===== config.mk =====
export PLATFORM = sky130hd
export DESIGN_NAME = tpu_exec_engine
export DESIGN_NICKNAME = d
export VERILOG_FILES = /design/src/rtl/tpu_exec_engine.sv
export SDC_FILE = /design/constraint.sdc
export NUM_CORES = 1
export LEC_CHECK = 0
export BUFFER_PORTS_ARGS = -buffer_cell sky130_fd_sc_hd__buf_2
export CAP_MARGIN = 30
export CORE_AREA = 2 2 477 479
export DETAILED_ROUTE_END_ITERATION = 16
export DIE_AREA = 0 0 479 481
export PLACE_DENSITY = 0.3
export SLEW_MARGIN = 10
export SYNTH_ARGS = -nofsm -noshare
export SYNTH_HDL_FRONTEND = slang
export SYNTH_SLANG_ARGS = --single-unit
export TNS_END_PERCENT = 1

===== constraint.sdc =====
create_clock -name clk -period 3.2 [get_ports clk]
set_input_delay 0.16 -clock clk [delete_from_list [all_inputs] [get_ports clk]]
set_output_delay 0.16 -clock clk [all_outputs]
set_load 0.1 [all_outputs]

===== src/rtl/tpu_exec_engine.sv =====
// Command sequencer for MOVE / PRELOAD / COMPUTE bursts between SHM, INBUF, WBUF and the PE array.
// One command at a time: rows stream at 1/cycle, cmd_ready is low while a command is in flight.
module tpu_exec_engine #(
  parameter int LANES   = 4,
  parameter int ELEM_W  = 32,
  parameter int ADDR_W  = 6,
  parameter int LEN_W   = 4,
  parameter int TIMEOUT = 255,
  localparam int ROW_W  = LANES * ELEM_W
) (
  input  logic                clk,
  input  logic                reset,
  input  logic                cmd_valid,
  output logic                cmd_ready,
  input  logic [1:0]          cmd_op,
  input  logic [1:0]          cmd_src,
  input  logic [1:0]          cmd_dst,
  input  logic [ADDR_W-1:0]   cmd_addr1,
  input  logic [ADDR_W-1:0]   cmd_addr2,
  input  logic [ADDR_W-1:0]   cmd_addr3,
  input  logic [LEN_W-1:0]    cmd_len,
  output logic                busy,
  output logic                done,
  output logic                err,
  output logic [2:0]          mem_ren,
  output logic [2:0]          mem_wen,
  output logic [3*ADDR_W-1:0] mem_a,
  output logic [ROW_W-1:0]    mem_d,
  input  logic [3*ROW_W-1:0]  mem_q,
  output logic                pe_p_en,
  output logic                pe_c_en,
  output logic [ROW_W-1:0]    pe_weight,
  output logic [ROW_W-1:0]    pe_input,
  input  logic [ROW_W-1:0]    pe_result,
  input  logic                pe_finished,
  output logic                ele_en,
  output logic [ROW_W-1:0]    ele_in,
  input  logic [ROW_W-1:0]    ele_out
);

  localparam int TW = $clog2(TIMEOUT + 1);

  localparam logic [1:0] OP_MOVE    = 2'd0;
  localparam logic [1:0] OP_PRELOAD = 2'd1;
  localparam logic [1:0] OP_COMPUTE = 2'd2;
  localparam logic [1:0] MEM_INBUF  = 2'd1;

  typedef enum logic [2:0] {
    S_IDLE, S_STREAM, S_DRAIN, S_WAIT_PE, S_ELE, S_WB, S_ERR
  } state_t;

  state_t            state, state_nx;
  logic [1:0]        op_q, src_q, dst_q;
  logic [ADDR_W-1:0] a1_q, a2_q, a3_q;
  logic [LEN_W-1:0]  len_q, cnt, wr_idx;
  logic              wr_vld;
  logic              pe_fin_q;
  logic [TW-1:0]     wcnt;
  logic              cmd_legal;
  logic [ADDR_W-1:0] rd_a1, rd_a2, wr_a2;
  logic [ROW_W-1:0]  q_src;
  int                src_i, dst_i;

  always_comb begin
    cmd_legal = (cmd_op != 2'd3) && (cmd_len != '0) &&
                (cmd_src != 2'd3) && (cmd_dst != 2'd3) &&
                !(cmd_op == OP_MOVE && cmd_src == cmd_dst) &&
                !(cmd_op == OP_PRELOAD && cmd_src == MEM_INBUF);
  end

  assign src_i = int'(src_q);
  assign dst_i = int'(dst_q);
  assign rd_a1 = a1_q + ADDR_W'(cnt);
  assign rd_a2 = a2_q + ADDR_W'(cnt);
  assign wr_a2 = a2_q + ADDR_W'(wr_idx);
  assign q_src = mem_q[src_i*ROW_W +: ROW_W];

  always_ff @(posedge clk) begin
    if (reset) begin
      state    <= S_IDLE;
      op_q     <= '0;
      src_q    <= '0;
      dst_q    <= '0;
      a1_q     <= '0;
      a2_q     <= '0;
      a3_q     <= '0;
      len_q    <= '0;
      cnt      <= '0;
      wr_idx   <= '0;
      wr_vld   <= 1'b0;
      pe_fin_q <= 1'b0;
      wcnt     <= '0;
    end else begin
      state  <= state_nx;
      wr_vld <= (state == S_STREAM);
      wr_idx <= cnt;
      if (state == S_IDLE && cmd_valid) begin
        op_q     <= cmd_op;
        src_q    <= cmd_src;
        dst_q    <= cmd_dst;
        a1_q     <= cmd_addr1;
        a2_q     <= cmd_addr2;
        a3_q     <= cmd_addr3;
        len_q    <= cmd_len;
        cnt      <= '0;
        pe_fin_q <= 1'b0;
        wcnt     <= '0;
      end
      if (state == S_STREAM)
        cnt <= cnt + LEN_W'(1);
      // An early completion from the PE array is remembered so WAIT_PE can be skipped.
      if (((state == S_STREAM && cnt != '0) || state == S_DRAIN) && pe_finished)
        pe_fin_q <= 1'b1;
      if (state == S_WAIT_PE)
        wcnt <= wcnt + TW'(1);
    end
  end

  always_comb begin
    state_nx  = state;
    cmd_ready = 1'b0;
    busy      = 1'b1;
    done      = 1'b0;
    err       = 1'b0;
    mem_ren   = '0;
    mem_wen   = '0;
    mem_a     = '0;
    mem_d     = '0;
    pe_p_en   = 1'b0;
    pe_c_en   = 1'b0;
    pe_weight = '0;
    pe_input  = '0;
    ele_en    = 1'b0;
    ele_in    = '0;

    case (state)
      S_IDLE: begin
        cmd_ready = 1'b1;
        busy      = 1'b0;
        if (cmd_valid)
          state_nx = cmd_legal ? S_STREAM : S_ERR;
      end
      S_STREAM: begin
        if (cnt == len_q - LEN_W'(1))
          state_nx = S_DRAIN;
      end
      S_DRAIN: begin
        if (op_q == OP_COMPUTE) begin
          state_nx = (pe_fin_q || pe_finished) ? S_ELE : S_WAIT_PE;
        end else begin
          done     = 1'b1;
          state_nx = S_IDLE;
        end
      end
      S_WAIT_PE: begin
        if (pe_finished)
          state_nx = S_ELE;
        else if (wcnt == TW'(TIMEOUT - 1))
          state_nx = S_ERR;
      end
      S_ELE: begin
        ele_en   = 1'b1;
        ele_in   = pe_result;
        state_nx = S_WB;
      end
      S_WB: begin
        mem_wen[0]       = 1'b1;
        mem_a[ADDR_W-1:0] = a3_q;
        mem_d            = ele_out;
        done             = 1'b1;
        state_nx         = S_IDLE;
      end
      S_ERR: begin
        err      = 1'b1;
        state_nx = S_IDLE;
      end
      default: state_nx = S_IDLE;
    endcase

    if (state == S_STREAM) begin
      if (op_q == OP_COMPUTE) begin
        mem_ren[1]                = 1'b1;
        mem_ren[2]                = 1'b1;
        mem_a[ADDR_W +: ADDR_W]   = rd_a1;
        mem_a[2*ADDR_W +: ADDR_W] = rd_a2;
      end else begin
        mem_ren[src_i]                = 1'b1;
        mem_a[src_i*ADDR_W +: ADDR_W] = rd_a1;
      end
    end

    // Read data lands one cycle after its read; wr_vld marks that cycle.
    if (wr_vld) begin
      case (op_q)
        OP_MOVE: begin
          mem_wen[dst_i]                = 1'b1;
          mem_a[dst_i*ADDR_W +: ADDR_W] = wr_a2;
          mem_d                         = q_src;
        end
        OP_PRELOAD: begin
          pe_p_en   = 1'b1;
          pe_weight = q_src;
        end
        default: begin
          pe_c_en   = 1'b1;
          pe_input  = mem_q[ROW_W +: ROW_W];
          pe_weight = mem_q[2*ROW_W +: ROW_W];
        end
      endcase
    end
  end

endmodule


Word level (Yosys, flattened, before mapping)
Cells that the tools add are included.

storage, ports and cells
  bits in registers = 49
  bits of input ports = 672
  word-level logic and storage cells = 128

cells by class
  add/sub/neg operators = 8
  $mul = 2
  $lt $le $gt $ge = 4
  equality and inequality tests = 19
  shift-type cells = 5
  muxes and demuxes = 50
  bitwise operators = 1
  reduce and logical (&&, ||, !) cells = 26

operators with widths
  cell                                                    number
  2-to-1 mux 128 bit                                      7
  variable part select 384 x 10 -> 128 bit                1
  one-hot mux 128 bit (2 select lines)                    1
  negation 5 -> 33 bit                                    2
  variable shift 6 x 33 -> 18 bit (first input constant)  2
  variable part select 6 x 33 -> 18 bit                   2
  2-to-1 mux 18 bit                                       3
  bitwise mux 18 bit                                      2
  2-to-1 mux 3 bit                                        10
  adder 6 x 4 -> 6 bit                                    3
  2-to-1 mux 8 bit                                        2
  2-to-1 mux 1 bit                                        15
  one-hot mux 3 bit (5 select lines)                      1
  logical AND 1 bit                                       12
  2-to-1 mux 12 bit                                       1
  2-to-1 mux 6 bit                                        2
  == test 3 bit (second input constant)                   3
  adder 8 x 1 -> 8 bit (second input constant)            1
  == test 8 bit (second input constant)                   1
  multiplier 2 x 2 -> 4 bit (second input constant)       2
  2-to-1 mux 4 bit                                        2
  inequality test 2 bit (second input constant)           4
  nonzero test 4 bit                                      2
  == test 2 x 1 -> 1 bit (second input constant)          3
  other kinds (22)                                        31

Logic depth before layout (Yosys ltp)
  word-level depth = 9
  mapped depth = 9
  gate-level depth less buffers = 8

Least setup slack after synthesis
No wires, ideal clock.

  kind = register to output
  start = reg cnt[0]
  end = out mem_a[16]
  arrival = 3,972 ps
  required time = 3,040 ps
  slack = -932 ps
  cell stages (with the launch flop) = 9
  buffers on the path = 0
  cells stage by stage = dfxtp_1 -> ha_1 -> inv_1 -> fa_1 -> nand2b_1 -> a21oi_1 -> xor2_1 -> mux2i_1 -> o21ai_0

on the way
  cells in the longest elaborated chain, start to end = 8

RTL lines
  what                                   RTL line  RTL
  start: declaration                     55        logic [LEN_W-1:0] len_q, cnt, wr_idx;
  start signal: assignment               110       cnt <= cnt + LEN_W'(1);
  adder 6 x 4 -> 6 bit                   73        assign rd_a1 = a1_q + ADDR_W'(cnt);
  variable part select 6 x 33 -> 18 bit  188       mem_a[src_i*ADDR_W +: ADDR_W] = rd_a1;
  bitwise mux 18 bit                     188
  2-to-1 mux 12 bit *                    181       if (op_q == OP_COMPUTE) begin
  2-to-1 mux 18 bit *                    180       if (state == S_STREAM) begin
  bitwise mux 18 bit                     197       mem_a[dst_i*ADDR_W +: ADDR_W] = wr_a2;
  2-to-1 mux 18 bit                      194       case (op_q)
  2-to-1 mux 18 bit *                    193       if (wr_vld) begin
  end: declaration                       27        output logic [3*ADDR_W-1:0] mem_a,

Mark *: on every way between the ends. The rest lies on a longest branch, timed or not.

Worst setup path in the final report
  start = reg src_q[0]
  end = out mem_a[9]

on the way
  cells in the longest elaborated chain, start to end = 9

RTL lines
  what                                                                                      RTL line  RTL
  start: declaration                                                                        53        logic [1:0] op_q, src_q, dst_q;
  start signal: assignment                                                                  99        src_q <= cmd_src;
  multiplier 2 x 2 -> 4 bit *                                                               188
  negation 5 -> 33 bit *                                                                    188
  variable part select 6 x 33 -> 18 bit or variable shift 6 x 33 -> 18 bit (tied branches)  188
  bitwise mux 18 bit *                                                                      188
  2-to-1 mux 12 bit *                                                                       181
  2-to-1 mux 18 bit *                                                                       180
  bitwise mux 18 bit                                                                        197
  2-to-1 mux 18 bit                                                                         194
  2-to-1 mux 18 bit *                                                                       193

Marks and branches as above.

==> results.toml <==
[synthesis]
synth_edf_count = 0
synth_sequential_area_ratio = 0.0932
async_flop_share = 0
synth_fp_nets = 2256
synth_top_area_cell = "a22o_1"
synth.area.top_cells = "a22o_1 21%, and3_1 16%, mux2i_1 12%, dfxtp_1 9.3%, nand2_1 7.8%"
yosys.cell_types.count = 64
synth.yosys.warnings = 0
most_instantiated_library_cell_after_synthesis = "and3_1"
synth_area_per_cell_um2 = 6.77
yosys-top-cells-count = "265 x and3_1, 257 x a22o_1, 218 x nand2_1"
yosys.area.top_type_share = 0.214
synth_seq_cells = 49
ys_dominant_reg_cell = "dfxtp_1"
post_synth_instance_area_mm2 = 0.0105
synth_cells = 1554

[die]
fp-row-count = 175
die-width_um = 479
fp.dieArea_mm2 = 0.230
initial_utilization = 0.0466
io_count = 1215
fp.dieH_um = 481
placeable_core_region_mm2 = 0.226

[placement]
final_hpwl_dp_um = 162000
gp_congestion = 0.916
dp_slack_ns = 0.201
place.port_buffers = 1214

[clock_network]
cts_buffers = 5
cts-htree-levels = 2
clock_tree_sinks = 49
cts_root_buffer = "clkbuf_16"
clock_tree.buffer_depth = 2
clock_insertion_delay_worst_skew_ns = 0.29
cts_tree = "done"
cts.hold.buffers_added = 0
clk_pin_slew_ns = 0.07
setup_fix_buffers_added_after_clock_tree_synthesis = 0

[worst_setup_path]
critical-path-slowest-cell = "or4bb_1"
worst_path_largest_cell_delay_ns = 0.52
cp_data_required_time_ns = 3.04
cp_data_arrival_time_ns = 2.92
worstPathMaxFanout = 6
timing.critical_path.cells = "inv_1 > ha_1 > or4bb_1 > or4_1 > buf_4 > a211oi_2 > o21a_1 > or3_4 > buf_12"
type_of_destination_of_the_critical_path = "primary output"
class_of_the_most_critical_setup_path = "register to primary output"
worst_setup_path_start_kind = "register"

[final_layout]
numnets_final = 3374
drive_above_1_share = 0.497
num-fill-cells = 26300
fin_util = 0.109
layout-area-overhead-vs-synth_pct = 133

[power]
peak_supply_drop_uv = 505
pwr_density_cell_mw_per_mm2 = 605
leakage_uw = 0.0112

[detailed_routing]
vias = 18900
detail_route.first_pass.iterations = 5
routed_wire_length_per_instance_um = 31.5
detail_route_antenna_nets = 0
drt-total-wl_um = 182000
detail_route.vias_per_cell = 3.27
drc = 0
drt_iter0_drc = 1326

[flow_run]
max-cap-violations = 0

[timing]
finalSetupViolCount = 0
drv_slew = 0
skew_ns = 0.00392
layout_setup_ws_ns = 0.122
final.period_utilization = 0.962
grt_setup_unrepaired = "yes"
finalHoldViolations = 0
fmax_mhz = 325
slew_headroom = 0.345
final.min_clock_period_ns = 3.08
worst-slew-pin-transition_ns = 0.972

[global_route]
grt_pass1_wl_um = 221000
initial_antenna_violation_count = 178
number_of_global_route_vias_before_repair = 18200
grt_util_all_layers = 0.149
grt_overflow_total = 0
grt_max_degree = 131

[outcome]
outcome = "finished, final reports clean"

[min_path]
worstHoldPathType = "primary input to register"
[cell families after synthesis]
kind of cell | after synthesis | synth area share
flops | 49 | 0.0932
fa+ha+maj | 30 | 0.0378
xor+xnor | 20 | 0.0166
buf+inv | 206 | 0.0753
simple gates | 598 | 0.296
compound gates | 518 | 0.355
mux | 133 | 0.127
[final cells by class]
cell class	count	area (um^2)	area share
diodes	87	218	0.00887
clock buffers	7	164	0.00668
clock inverters	1	6.26	0.000255
inverters	23	86.3	0.00352
multi-input cells	1299	8830	0.360
flip-flops and latches	49	1000	0.0407
well taps	3009	3760	0.153
repair buffers	1294	10500	0.427
[through the flow]
step / area [um^2] / TNS, ns / hold WS [ns] / total power [uW] / cells
CTS: 24300 / 0 / 0.110 / 15100 / 5682
global route: 24500 / -0.00188 / 0.111 / 15400 / 5740
detailed placement: 24100 / 0 / 0.428 / 14400 / 5674
floorplan: 10500 / -3.34 / 0.296 / 9560 / 1554
finish: 24600 / 0 / 0.114 / 14900 / 5769
global placement: 24100 / 0 / 0.426 / 14400 / 5673
[cell usage in the layout (no fill, tap or decap), drive strengths merged, types with 7 or more instances in the layout]
cell	instances
buf	1294
and3	265
a22o	257
nand2	218
o21ai	142
mux2i	131
diode	87
a21oi	63
dfxtp	49
nor2	37
ha	27
inv	23
nor3	14
nand3	13
xor2	10
xnor2	10
o211ai	8
and2	8
nor4	7
clkbuf	7
[layer usage]
layer / share of wire / wire length [um] / global-route usage / vias to the layer above
met1: 0.38 / 68600 / 0.167 / 9009
met2: 0.48 / 87600 / 0.260 / 1211
met3: 0.098 / 17800 / 0.0568 / 366
met4: 0.039 / 7030 / 0.0401 / 108
li1: - / - / - / 8177
met5: 0.0040 / 724 / 0 / -
[registers in the layout (all words and copies together), names as in the netlist]
name and flops:
len_q 4, a3_q 6, state 3, pe_fin_q 1, a2_q 6, a1_q 6, src_q 2, cnt 4
wcnt 8, dst_q 2, wr_vld 1, op_q 2, wr_idx 4
[power by group]
part | internal, uW | switching, uW
combinational | 3050 | 10300
clock | 360 | 251
sequential | 726 | 181
total | 4140 | 10700
[worst paths after layout]
| check | startpoint | end | slack, ns | cells past startpoint |
|---|---|---|---|---|
| worst max-delay path | src_q[0] | mem_a[9] | 0.12 | 9 |
| worst min-delay path | cmd_addr1[5] | a1_q[5] | 0.11 | 3 |
| worst max register to register | len_q[0] | state[1] | 1.23 | 7 |
| worst min register to register | a1_q[2] | a1_q[2] | 0.47 | 2 |
[what timing repair did]
action | 4_1_cts | 5_1_grt
pin swaps | 0 | 1
resized for setup | 3 | 6
endpoints found under the setup margin | 4 | 5
[critical path, delay by kind of cell (launching register included)]
kind                     cells  cell delay [ns]
AND/OR/NAND/NOR              3             1.14
buffers and inverters        3             0.47
flip-flops                   1             0.42
AO/OA/AOI/OAI                2             0.32
adder cells (fa/ha/maj)      1             0.27
Power figures use the tool's default switching activity.
